[src/rtl/imm_assembler_pkg.sv]
// Shared types and default widths for the immediate assembler.
package imm_assembler_pkg;

  localparam int DEFAULT_DATA_WIDTH  = 8;
  localparam int DEFAULT_CHUNK_WIDTH = 4;

  typedef enum logic [1:0] {
    IDLE  = 2'd0,
    ACCUM = 2'd1,
    HOLD  = 2'd2
  } imm_state_t;

endpackage

[src/rtl/imm_assembler_extender.sv]
// Widens a narrow field to OUTPUT_WIDTH, replicating the top bit when
// is_sign_ext is set and filling with zeros otherwise.
module imm_assembler_extender #(
  parameter int INPUT_WIDTH  = 4,
  parameter int OUTPUT_WIDTH = 8
) (
  input  logic [INPUT_WIDTH-1:0]  value,
  input  logic                    is_sign_ext,
  output logic [OUTPUT_WIDTH-1:0] extended
);

  logic fill;

  assign fill = is_sign_ext & value[INPUT_WIDTH-1];

  always_comb begin
    extended                    = {OUTPUT_WIDTH{fill}};
    extended[INPUT_WIDTH-1:0]   = value;
  end

endmodule

[src/rtl/imm_assembler.sv]
// Assembles a DATA_WIDTH immediate from MSB-first CHUNK_WIDTH chunks.
// Optional feature: define IMM_OVERFLOW_DETECT_EN to report chunk overflow.
module imm_assembler
  import imm_assembler_pkg::*;
#(
  parameter int DATA_WIDTH  = DEFAULT_DATA_WIDTH,
  parameter int CHUNK_WIDTH = DEFAULT_CHUNK_WIDTH
) (
  input  logic                   clk,
  input  logic                   reset,
  input  logic                   chunk_valid,
  output logic                   chunk_ready,
  input  logic [CHUNK_WIDTH-1:0] chunk_data,
  input  logic                   chunk_last,
  input  logic                   chunk_signed,
  output logic                   out_valid,
  input  logic                   out_ready,
  output logic [DATA_WIDTH-1:0]  out_val,
  output logic                   out_overflow
);

  localparam int MAX_CHUNKS = DATA_WIDTH / CHUNK_WIDTH;
  localparam int CNT_W      = $clog2(MAX_CHUNKS + 2);
  localparam logic [CNT_W-1:0] CNT_SAT = CNT_W'(MAX_CHUNKS + 1);

  imm_state_t            state;
  logic [DATA_WIDTH-1:0] acc;
  logic [DATA_WIDTH-1:0] first_val;
  logic [CNT_W-1:0]      cnt;
`ifdef IMM_OVERFLOW_DETECT_EN
  localparam logic [CNT_W-1:0] CNT_MAX = CNT_W'(MAX_CHUNKS);
  logic                  ovf;
`endif

  function automatic logic [CNT_W-1:0] cnt_sat_inc(input logic [CNT_W-1:0] c);
    return (c == CNT_SAT) ? c : c + 1'b1;
  endfunction

  imm_assembler_extender #(
    .INPUT_WIDTH (CHUNK_WIDTH),
    .OUTPUT_WIDTH(DATA_WIDTH)
  ) u_extender (
    .value      (chunk_data),
    .is_sign_ext(chunk_signed),
    .extended   (first_val)
  );

  always_ff @(posedge clk or posedge reset) begin
    if (reset) begin
      state       <= IDLE;
      acc         <= '0;
      cnt         <= '0;
      chunk_ready <= 1'b1;
      out_valid   <= 1'b0;
`ifdef IMM_OVERFLOW_DETECT_EN
      ovf         <= 1'b0;
`endif
    end else begin
      case (state)
        IDLE, ACCUM: begin
          if (chunk_valid) begin
            if (state == IDLE) begin
              acc <= first_val;
              cnt <= CNT_W'(1);
            end else begin
              // Older bits fall off the top; only the low DATA_WIDTH bits survive.
              acc <= (acc << CHUNK_WIDTH) | DATA_WIDTH'(chunk_data);
              cnt <= cnt_sat_inc(cnt);
`ifdef IMM_OVERFLOW_DETECT_EN
              if (cnt >= CNT_MAX) ovf <= 1'b1;
`endif
            end
            if (chunk_last) begin
              state       <= HOLD;
              chunk_ready <= 1'b0;
              out_valid   <= 1'b1;
            end else begin
              state       <= ACCUM;
            end
          end
        end
        HOLD: begin
          if (out_ready) begin
            state       <= IDLE;
            cnt         <= '0;
            chunk_ready <= 1'b1;
            out_valid   <= 1'b0;
`ifdef IMM_OVERFLOW_DETECT_EN
            ovf         <= 1'b0;
`endif
          end
        end
        default: begin
          state       <= IDLE;
          cnt         <= '0;
          chunk_ready <= 1'b1;
          out_valid   <= 1'b0;
`ifdef IMM_OVERFLOW_DETECT_EN
          ovf         <= 1'b0;
`endif
        end
      endcase
    end
  end

  assign out_val = acc;

`ifdef IMM_OVERFLOW_DETECT_EN
  assign out_overflow = ovf;
`else
  assign out_overflow = 1'b0;
`endif

endmodule

[config.mk]
export PLATFORM = sky130hd
export DESIGN_NAME = imm_assembler
export DESIGN_NICKNAME = d
export VERILOG_FILES = /design/src/rtl/imm_assembler_pkg.sv /design/src/rtl/imm_assembler_extender.sv /design/src/rtl/imm_assembler.sv
export SDC_FILE = /design/constraint.sdc
export NUM_CORES = 1
export LEC_CHECK = 0
export CAP_MARGIN = 15
export CORE_MARGIN = 2
export CORE_UTILIZATION = 39
export DETAILED_ROUTE_END_ITERATION = 6
export PLACE_DENSITY = 0.85
export SYNTH_ARGS = -nofsm -noshare
export SYNTH_HDL_FRONTEND = slang
export SYNTH_SLANG_ARGS = --single-unit
export TNS_END_PERCENT = 50
[constraint.sdc]
create_clock -name clk -period 1.47 [get_ports clk]
set_clock_uncertainty 0.2 [all_clocks]
set_input_delay 0.294 -clock clk [delete_from_list [all_inputs] [get_ports clk]]
set_output_delay 0.294 -clock clk [all_outputs]
set_load 0.02 [all_outputs]
==> results.yml <==
status:
  status: "completed"
critical_path:
  crit_buf_inv: 1
  cp_cell_sequence: "clkdlybuf4s15_1"
  cp.arrival_ps: 940
  cp_max_fo: 2
  critPathRequiredTime_ps: 980
  cpPeakStageDelay_ps: 390
  crit_type: "flip-flop to output pin"
  startpoint_type: "flip-flop"
  cpLargestDelayFamily: "flip-flops"
  critPathSlowestCell: "dfrtp_1"
  worstSetupEndpointType: "output pin"
floorplanning:
  placeableCoreArea_um2: 1250
  die_area_um2: 1610
  io_pins: 21
  die_y_um: 40.1
  die_w_um: 40.1
  initial_core_util_pct: 40.6
  fp-row-count: 13
logic_synthesis:
  ys_seq_area_share_pct: 59.4
  syn_inst: 47
  synthesis.area_um2: 508
  ys_types: 17
  yosysTopAreaCell: "dfrtp_1"
  synth-seq-cells: 12
  yosys-top-cells-area: "dfrtp_1, mux2_4, dfstp_2"
  syn_nets: 57
  syn_avg_cell_area_um2: 10.8
  synth_top_area_share_pct: 54.2
  yosys_warnings: 0
final_layout:
  area_growth_syn_to_layout_pct: 49.0
  design_area_um2: 757
  final_common_cell: "dfrtp_1"
  seqCellArea_um2: 302
  final_cell_mix: "dfrtp_1, clkdlybuf4s50_1, nand2_1, nor2_1"
  diodes: 0
  fillCellCount: 110
  drive_gt1_share_pct: 26.0
  multi_input_area_um2: 185
  layout.nets: 84
power:
  power_mw: 0.973
  leakage_nw: 0.347
  p_per_area_nw_per_um2: 1290
  vdd_drop_max_mv: 0.654
place:
  portBuffers: 19
  gp_congestion: 0.793
  pre_cts_slack_ps: -322
  dpl_cell_area_um2: 739
  hpwlAfterDp_um: 797
drt:
  postRouteAntennaNets: 0
  via_count: 426
  drc_errors: 0
  dr.pass1.iters: 4
  via_per_inst: 4.84
  wirelength_um: 1030
  wl_per_cell_um: 11.7
  drtIter0Drc: 12
global_route:
  overflow: 0
  grt_use_total_pct: 15.1
  antenna_found_initial: 0
  grt_pass1_vias: 374
  grt_max_degree: 13
  grt_pass1_wl_um: 1500
timing:
  drv_slew: 0
  rsz0062_at_grt: "false"
  period_minus_slack_ps: 1430
  hold_violations: 0
  fmax_ghz: 0.697
  setup_tns_ps: 0
  setup_viol_count_final: 0
  fin_crit_sh_pct: 97.6
  layout_setup_ws_ps: 35.7
clock_network:
  cts_buffers: 3
  clk_latency_ps: 270
  ctsRootBufferMaster: "clkbuf_4"
  cts_tree: "built"
  htreeDepth: 1
  clk_pin_slew_ps: 70
  cts_sinks: 12
  clockBufferDepth: 2
run:
  maxCapViolCount: 0
worst_hold_path:
  hold_path_class: "input port to async pin"
-- synthesized netlist by cell type --
cell type  instances
buf_6              1
buf_4              1
a31oi_1            4
mux2_2             2
conb_1             1
dfstp_2            1
dfrtp_1           11
a21oi_1            1
nand2_1            7
mux2_4             2
nand3b_1           1
nor2b_2            1
inv_1              1
nor2_1             7
clkbuf_1           1
nor3_1             1
o21ai_0            4
-- kinds of logic after synthesis --
kind of cell	Yosys count	share of synthesized area (%)
buffers and inverters	4	5.17
and+or+nand+nor	17	14.5
other	1	0.738
muxes	4	10.3
DFF	12	59.4
AOI/OAI and AO/OA	9	9.85
-- per-layer routing --
| layer | vias up | share of wire [%] | GRT usage [%] |
|---|---|---|---|
| met4 | 0 | 1.8 | 15.5 |
| met5 | - | 0 | 0 |
| met2 | 15 | 50 | 23.8 |
| met1 | 199 | 44 | 17.3 |
| met3 | 2 | 3.4 | 1.67 |
| li1 | 210 | - | - |
-- final cells by class --
| cell class | count | area share (%) |
|---|---|---|
| tap | 15 | 2.48 |
| inverter | 1 | 0.496 |
| sequential | 12 | 39.8 |
| multi-input combinational | 31 | 24.5 |
| clock buffer | 4 | 3.47 |
| timing repair buffer | 25 | 29.3 |
-- flip-flops by register name, summed over array words and instances (netlist names) --
register     cells
out_val          8
out_valid        1
state            2
chunk_ready      1
-- final timing paths --
path | slack (ps) | to | cells past startpoint | start
hold / removal | 110 | out_val[6] | 2 | reset
min in group clk | 300 | out_valid | 2 | out_valid
max in group asynchronous | 630 | chunk_ready | 2 | reset
setup / recovery | 40 | out_val[2] | 1 | out_val[2]
setup reg to reg | 200 | out_val[5] | 4 | state[1]
hold reg to reg | 300 | out_valid | 2 | out_valid
-- stage by stage --
stage                     cells  utilization (%)  hold WS, ps
after CTS                    88             61.1          125
after floorplan              47                -        -42.0
final                        88             60.4          114
after global placement       84             59.0          265
after detailed placement     84             59.0          289
after global routing         88             60.4          166
-- power breakdown --
| part | total, mW | internal [mW] | switching, mW |
|---|---|---|---|
| logic | 0.324 | 0.162 | 0.162 |
| clock network | 0.209 | 0.105 | 0.104 |
| registers | 0.440 | 0.397 | 0.0427 |
-- repair_timing --
| item | CTS | global route |
|---|---|---|
| setup buffers | 0 | 0 |
| hold buffers | 0 | 0 |
| setup endpoints to repair | 14 | 4 |
| resized for setup | 23 | 5 |
(Power assumes the default switching activity.)
